<file path="src/rtl/j2c_pkg.sv">
// -----------------------------------------------------------------------------
// j2c_pkg
// Shared definitions for the J2C transmit scheduler: the byte width of the
// master's data input, the default number of clocks each byte is held, and the
// scheduler state encoding.
// -----------------------------------------------------------------------------
package j2c_pkg;

    // Byte width presented to the J2C master data input.
    localparam int MESSAGE_LENGTH      = 8;

    // Default clocks per byte (20 x 40 ns = 800 ns at a 25 MHz clock).
    localparam int BYTE_CYCLES_DEFAULT = 20;

    // Scheduler states.
    typedef enum logic [1:0] {
        ST_IDLE  = 2'd0,
        ST_FETCH = 2'd1,
        ST_HOLD  = 2'd2
    } state_e;

endpackage

</file>
<file path="src/rtl/j2c_rr_arbiter.sv">
// -----------------------------------------------------------------------------
// j2c_rr_arbiter
// Round-robin requester selection. The grant is combinational: the lowest
// requesting index strictly above the pointer wins; if none is above it, the
// lowest requesting index overall wins. The pointer is a register updated only
// when pointer_load_i is asserted, and resets to NUM_REQ-1 so index 0 has
// priority first.
//
// Ports:
//   clk              system clock
//   reset            asynchronous active-high reset
//   req_i            request vector, one bit per requester
//   pointer_load_i   load pointer_value_i into the pointer this clock
//   pointer_value_i  new pointer value (the requester just served)
//   grant_valid_o    at least one requester is asking
//   grant_idx_o      selected requester index
// -----------------------------------------------------------------------------
module j2c_rr_arbiter #(
    parameter int NUM_REQ = 4
) (
    input  logic                       clk,
    input  logic                       reset,
    input  logic [NUM_REQ-1:0]         req_i,
    input  logic                       pointer_load_i,
    input  logic [$clog2(NUM_REQ)-1:0] pointer_value_i,
    output logic                       grant_valid_o,
    output logic [$clog2(NUM_REQ)-1:0] grant_idx_o
);

    localparam int IDX_W = $clog2(NUM_REQ);

    logic [IDX_W-1:0]   ptr_q;
    logic [IDX_W-1:0]   ptr_d;
    logic [NUM_REQ-1:0] above_mask_s;
    logic [NUM_REQ-1:0] masked_req_s;

    // Index of the lowest set bit of vec (0 when vec is empty).
    function automatic logic [IDX_W-1:0] first_set(input logic [NUM_REQ-1:0] vec);
        logic [IDX_W-1:0] idx;
        idx = '0;
        for (int i = NUM_REQ - 1; i >= 0; i--) begin
            idx = vec[i] ? IDX_W'(i) : idx;
        end
        return idx;
    endfunction

    // Masked-priority grant: prefer requesters above the pointer, then wrap.
    always_comb begin
        above_mask_s = '0;
        for (int i = 0; i < NUM_REQ; i++) begin
            above_mask_s[i] = (IDX_W'(i) > ptr_q);
        end
        masked_req_s  = req_i & above_mask_s;
        grant_valid_o = |req_i;
        if (|masked_req_s) begin
            grant_idx_o = first_set(masked_req_s);
        end else begin
            grant_idx_o = first_set(req_i);
        end
    end

    // Pointer next-state: only moves when the scheduler finishes a frame.
    always_comb begin
        if (pointer_load_i) begin
            ptr_d = pointer_value_i;
        end else begin
            ptr_d = ptr_q;
        end
    end

    // Pointer register.
    always_ff @(posedge clk or posedge reset) begin
        if (reset) begin
            ptr_q <= IDX_W'(NUM_REQ - 1);
        end else begin
            ptr_q <= ptr_d;
        end
    end

endmodule

</file>
<file path="src/rtl/j2c_tx_scheduler.sv">
// -----------------------------------------------------------------------------
// j2c_tx_scheduler
// Shares one J2C serial master between NUM_REQ byte-stream requesters. A
// frame is granted round-robin, the master's reset is released while the frame
// is sent, and every byte is held on m_data for exactly BYTE_CYCLES clocks. A
// mid-frame underrun longer than MAX_STALL clocks aborts the frame.
//
// Ports:
//   clk        system clock, rising edge
//   reset      asynchronous active-high reset
//   req_valid  per-requester byte available
//   req_data   per-requester byte, requester i in slice i
//   req_last   per-requester last-byte-of-frame flag
//   req_ready  combinational accept (only the granted bit can be high)
//   m_data     byte to master data input (registered)
//   m_reset    master reset (registered, high between frames)
//   grant_id   current or most recently granted requester
//   busy       a frame is in progress
//   abort      one-clock pulse when a frame is abandoned on underrun
// -----------------------------------------------------------------------------
module j2c_tx_scheduler #(
    parameter int NUM_REQ        = 4,
    parameter int MESSAGE_LENGTH = j2c_pkg::MESSAGE_LENGTH,
    parameter int BYTE_CYCLES    = j2c_pkg::BYTE_CYCLES_DEFAULT,
    parameter int MAX_STALL      = 20
) (
    input  logic                              clk,
    input  logic                              reset,
    input  logic [NUM_REQ-1:0]                req_valid,
    input  logic [NUM_REQ*MESSAGE_LENGTH-1:0] req_data,
    input  logic [NUM_REQ-1:0]                req_last,
    output logic [NUM_REQ-1:0]                req_ready,
    output logic [MESSAGE_LENGTH-1:0]         m_data,
    output logic                              m_reset,
    output logic [$clog2(NUM_REQ)-1:0]        grant_id,
    output logic                              busy,
    output logic                              abort
);

    import j2c_pkg::*;

    localparam int IDX_W   = $clog2(NUM_REQ);
    localparam int CNT_W   = $clog2(BYTE_CYCLES);
    localparam int STALL_W = $clog2(MAX_STALL + 1);

    localparam logic [CNT_W-1:0]   CNT_RELOAD  = CNT_W'(BYTE_CYCLES - 1);
    localparam logic [STALL_W-1:0] STALL_FINAL = STALL_W'(MAX_STALL - 1);

    state_e                    state_q,   state_d;
    logic [IDX_W-1:0]          grant_q,   grant_d;
    logic [MESSAGE_LENGTH-1:0] m_data_q,  m_data_d;
    logic                      m_reset_q, m_reset_d;
    logic                      busy_q,    busy_d;
    logic                      abort_q,   abort_d;
    logic                      last_q,    last_d;
    logic [CNT_W-1:0]          cnt_q,     cnt_d;
    logic [STALL_W-1:0]        stall_q,   stall_d;

    logic [MESSAGE_LENGTH-1:0] req_bytes_s [NUM_REQ];
    logic                      sel_valid_s;
    logic                      sel_last_s;
    logic [MESSAGE_LENGTH-1:0] sel_data_s;
    logic [NUM_REQ-1:0]        ready_s;
    logic                      ptr_load_s;
    logic                      arb_valid_s;
    logic [IDX_W-1:0]          arb_grant_s;

    j2c_rr_arbiter #(
        .NUM_REQ (NUM_REQ)
    ) u_arb (
        .clk             (clk),
        .reset           (reset),
        .req_i           (req_valid),
        .pointer_load_i  (ptr_load_s),
        .pointer_value_i (grant_q),
        .grant_valid_o   (arb_valid_s),
        .grant_idx_o     (arb_grant_s)
    );

    // Unpack the flat data bus and pick out the granted requester's signals.
    always_comb begin
        for (int i = 0; i < NUM_REQ; i++) begin
            req_bytes_s[i] = req_data[i*MESSAGE_LENGTH +: MESSAGE_LENGTH];
        end
        sel_valid_s = req_valid[grant_q];
        sel_last_s  = req_last[grant_q];
        sel_data_s  = req_bytes_s[grant_q];
    end

    // Next-state and handshake logic for the frame sequencer.
    always_comb begin
        state_d    = state_q;
        grant_d    = grant_q;
        m_data_d   = m_data_q;
        m_reset_d  = m_reset_q;
        busy_d     = busy_q;
        abort_d    = 1'b0;
        last_d     = last_q;
        cnt_d      = cnt_q;
        stall_d    = stall_q;
        ready_s    = '0;
        ptr_load_s = 1'b0;

        case (state_q)
            ST_IDLE: begin
                m_reset_d = 1'b1;
                if (arb_valid_s) begin
                    grant_d = arb_grant_s;
                    busy_d  = 1'b1;
                    stall_d = '0;
                    state_d = ST_FETCH;
                end else begin
                    busy_d  = 1'b0;
                end
            end

            ST_FETCH: begin
                ready_s[grant_q] = sel_valid_s;
                if (sel_valid_s) begin
                    m_data_d  = sel_data_s;
                    last_d    = sel_last_s;
                    m_reset_d = 1'b0;
                    cnt_d     = CNT_RELOAD;
                    state_d   = ST_HOLD;
                end else if (stall_q == STALL_FINAL) begin
                    // Underrun budget exhausted: drop the frame, m_data keeps its value.
                    abort_d   = 1'b1;
                    m_reset_d = 1'b1;
                    busy_d    = 1'b0;
                    stall_d   = '0;
                    state_d   = ST_IDLE;
                end else begin
                    stall_d   = stall_q + STALL_W'(1);
                end
            end

            ST_HOLD: begin
                if (cnt_q != '0) begin
                    cnt_d = cnt_q - CNT_W'(1);
                end else if (last_q) begin
                    m_reset_d  = 1'b1;
                    busy_d     = 1'b0;
                    ptr_load_s = 1'b1;
                    state_d    = ST_IDLE;
                end else begin
                    // Final window clock: accepting here keeps bytes back-to-back.
                    ready_s[grant_q] = sel_valid_s;
                    if (sel_valid_s) begin
                        m_data_d = sel_data_s;
                        last_d   = sel_last_s;
                        cnt_d    = CNT_RELOAD;
                    end else begin
                        stall_d  = '0;
                        state_d  = ST_FETCH;
                    end
                end
            end

            default: begin
                m_reset_d = 1'b1;
                busy_d    = 1'b0;
                state_d   = ST_IDLE;
            end
        endcase
    end

    // State and output registers.
    always_ff @(posedge clk or posedge reset) begin
        if (reset) begin
            state_q   <= ST_IDLE;
            grant_q   <= '0;
            m_data_q  <= '0;
            m_reset_q <= 1'b1;
            busy_q    <= 1'b0;
            abort_q   <= 1'b0;
            last_q    <= 1'b0;
            cnt_q     <= '0;
            stall_q   <= '0;
        end else begin
            state_q   <= state_d;
            grant_q   <= grant_d;
            m_data_q  <= m_data_d;
            m_reset_q <= m_reset_d;
            busy_q    <= busy_d;
            abort_q   <= abort_d;
            last_q    <= last_d;
            cnt_q     <= cnt_d;
            stall_q   <= stall_d;
        end
    end

    assign req_ready = ready_s;
    assign m_data    = m_data_q;
    assign m_reset   = m_reset_q;
    assign grant_id  = grant_q;
    assign busy      = busy_q;
    assign abort     = abort_q;

endmodule

</file>
<file path="config.mk">
export PLATFORM = sky130hd
export DESIGN_NAME = j2c_tx_scheduler
export DESIGN_NICKNAME = d
export VERILOG_FILES = /design/src/rtl/j2c_pkg.sv /design/src/rtl/j2c_rr_arbiter.sv /design/src/rtl/j2c_tx_scheduler.sv
export SDC_FILE = /design/constraint.sdc
export NUM_CORES = 1
export LEC_CHECK = 0
export ABC_AREA = 0
export ABC_CLOCK_PERIOD_IN_PS = 4350
export CORE_UTILIZATION = 31
export DETAILED_ROUTE_END_ITERATION = 6
export SKIP_CTS_REPAIR_TIMING = 1
export SYNTH_ARGS = -nofsm -noshare
export SYNTH_HDL_FRONTEND = slang
export SYNTH_SLANG_ARGS = --single-unit
</file>
<file path="constraint.sdc">
create_clock -name clk -period 4.35 [get_ports clk]
set_input_delay 0.6525 -clock clk [delete_from_list [all_inputs] [get_ports clk]]
set_output_delay 0.6525 -clock clk [all_outputs]
set_load 0.02 [all_outputs]
</file>
==> summary.md <==
| Metric | Value |
|---|---|
| Largest area contributor in the synthesized netlist | `dfrtp_1` |
| Placeable Area | `5270 sq um` |
| Commonest non-fill, non-tap cell in the layout | `clkdlybuf4s50_1` |
| M2 GR Usage | `23.4%` |
| Layout Nets | `269` |
| Hold Vio Cnt, Final | `0` |
| Crit path DAT | `2.79 ns` |
| Buffers on Ports | `58` |
| Stages on the worst setup path | `4` |
| Startpoint types | `flip-flop` |
| Post-detailed-route count of antenna-violating nets | `0` |
| IO Pins | `59` |
| CTS clk-pin slew, worst paths | `0.10 ns` |
| Mean number of vias per cell | `4.96` |
| Total Routed Length | `3840 um` |
| Starting density of the core | `33.0%` |
| Iteration-0 DRC Markers | `50` |
| Clk_skew | `0.0111 ns` |
| # DRC | `0` |
| Setup tns final | `0 ns` |
| Ys async rst share | `100%` |
| H-tree depth | `1` |
| Std-Cell Rows | `26` |
| Final setup viols | `0` |
| Status | `finished, final reports clean` |
| Routability Congestion | `0.798` |
| Kind of critical path | `reg -> out` |
| FF-to-FF path depth | `5` |
| Max Cap Viol | `0` |
| Minimum clock period | `3.44 ns` |
| Pwr per Cell Area | `577 nW/um^2` |
| Worst Hold Depth | `2` |
| WL per Instance | `13.2 um` |
| Met3 Resource Use GR | `2.98%` |
| Worst path slowest cell | `dfrtp_1` |
| Vias in the first global route | `1441` |
| Leak | `0.982 nW` |
| ANT cells | `0` |
| Final period util | `79.1%` |
| Clk sink count | `28` |
| Fill count | `525` |
| CTS buffer count | `3` |
| Top delay family on crit path | `flip-flops` |
| Setup ws final | `0.907 ns` |
| GRT busiest layer | `met2` |
| CP Cell Sequence | `mux4_2, o211a_1, nor3b_1, clkdlybuf4s50_1` |
| Number of distinct library cells after synthesis | `44` |
| Pin count of the biggest net entering global routing | `27` |
| GRT overflow | `0` |
| CTS tree | `built` |
| Die Area | `5920 sq um` |
| Vias post-DR | `1438` |
| Worst Path Max Fanout | `17` |
| Area growth syn-to-layout | `40.9%` |
| Worst slew margin | `46.7%` |
| Synth Register Bits | `28` |
| Average cell area after synthesis | `10.6 sq um` |
| Worst Path Buf+Inv | `1` |
| RSZ-0062 raised after global routing | `false` |
| FMAX | `290 MHz` |
| CP endpoint kind | `primary output` |
| Worst VDD drop | `0.292 mV` |
| Place WS | `1.02 ns` |
| Hold slack final | `0.502 ns` |
| Post-synthesis cell count | `164` |
| EDFF count, synth | `0` |
| Worst min path class | `reg -> reg` |
| Chip Width | `76.9 um` |
| Root buffer cell | `clkbuf_8` |
| Area contributors post-synth | `dfrtp_1, mux4_2, mux2_2, dfstp_2, ha_1` |
| Share of cells above drive strength 1 | `14.1%` |
| Net count after synthesis | `212` |
| Grt met1 use | `18.2%` |
| Most frequent cells in the layout | `clkdlybuf4s50_1, dfrtp_1, nand2_1` |
| CP Data Required Time | `3.70 ns` |
| Slew Viols, Final | `0` |
| DRT Pass-1 Iters | `4` |
| Clk_lat worst skew | `0.27 ns` |
| Antenna violations before repair | `0` |
| Clk buf depth | `2` |
| CP max stage delay | `0.87 ns` |
| Post-synth top area share | `35.9%` |
| Seq/Total Area, Yosys | `40.5%` |
| Yosys warns | `0` |
| Post-detail-place hpwl | `2940 um` |
| Post-Synthesis Cell Area | `1740 sq um` |
| Total GRT Usage | `14.1%` |
| Die Y | `76.9 um` |
| Worst slew pin tran | `0.800 ns` |
| Total power | `1.42 mW` |
| Post-synth top flop | `dfrtp_1` |
| First-pass GRT wire length | `6650 um` |
-- registers in the layout (all words and copies together), names as in the netlist --
signal,count
cnt_q,5
m_reset,1
state_q,2
abort,1
m_data,8
stall_q,5
u_arb.ptr_q,2
grant_id,2
busy,1
last_q,1
-- worst register-to-register path, cell delays in order (launching register included) --
cell and delay, ns:
dfrtp_1 0.87, mux4_2 0.70, clkinv_2 0.12, o21ai_1 0.06, a222oi_1 0.33, mux2_1 0.37
-- report_power, final --
group          switching [mW]  internal, mW  leakage [nW]
combinational           0.332         0.388         0.608
sequential              0.126         0.364         0.338
clock                  0.0820         0.123        0.0357
total                   0.540         0.875         0.982
-- path summary, 6_finish.rpt --
check                             from      endpoint  slack, ns
max in group asynchronous        reset       m_reset       3.23
min reg2reg                    m_reset       m_reset       0.50
max reg2reg                grant_id[0]    state_q[0]       1.79
min in group asynchronous        reset     m_data[6]       0.55
max                        grant_id[0]  req_ready[0]       0.91
min                            m_reset       m_reset       0.50
-- Yosys cell counts, types with 2 or more instances --
library cell / count
mux4_2: 8
nand2_1: 16
a21oi_1: 11
ha_1: 6
clkbuf_1: 5
nand3_1: 4
mux2i_1: 2
mux4_1: 2
nor2_1: 7
and3_1: 3
nand3b_1: 2
o21ai_0: 12
o21ai_1: 2
dfstp_2: 3
dfrtp_1: 25
nor2b_1: 2
inv_1: 12
o22ai_1: 3
nand2b_1: 5
mux2_2: 10
-- per-layer routing --
layer	vias to the layer above	part of all wire [%]
met1	679	46
met3	2	5.8
met4	0	0.89
met5	-	0
met2	45	47
li1	712	-
-- cell type report --
cell class / instances / area [sq um] / share of cell area (%)
clock buffers: 3 / 41.3 / 1.68
clock inverters: 1 / 30.0 / 1.22
inverters: 13 / 50.0 / 2.04
multi-input cells: 116 / 951 / 38.8
flip-flops and latches: 28 / 704 / 28.7
well taps: 70 / 87.6 / 3.57
repair buffers: 59 / 588 / 24.0
-- logic make-up after synthesis --
kind of cell / share of synthesized area (%)
adders and majority gates: 4.31
muxes: 21.6
AOI/OAI and AO/OA: 13.7
and+or+nand+nor: 15.0
DFF: 40.5
buffers and inverters: 4.89
-- stage by stage --
step / cells / instance area, sq um / util [%]
after floorplan: 164 / 1740 / -
after global placement: 286 / 2380 / 45.2
after detailed placement: 286 / 2380 / 45.2
after CTS: 290 / 2450 / 46.5
after global routing: 290 / 2450 / 46.5
final: 290 / 2450 / 46.5
Note: power is estimated with default switching activity, not from simulation.
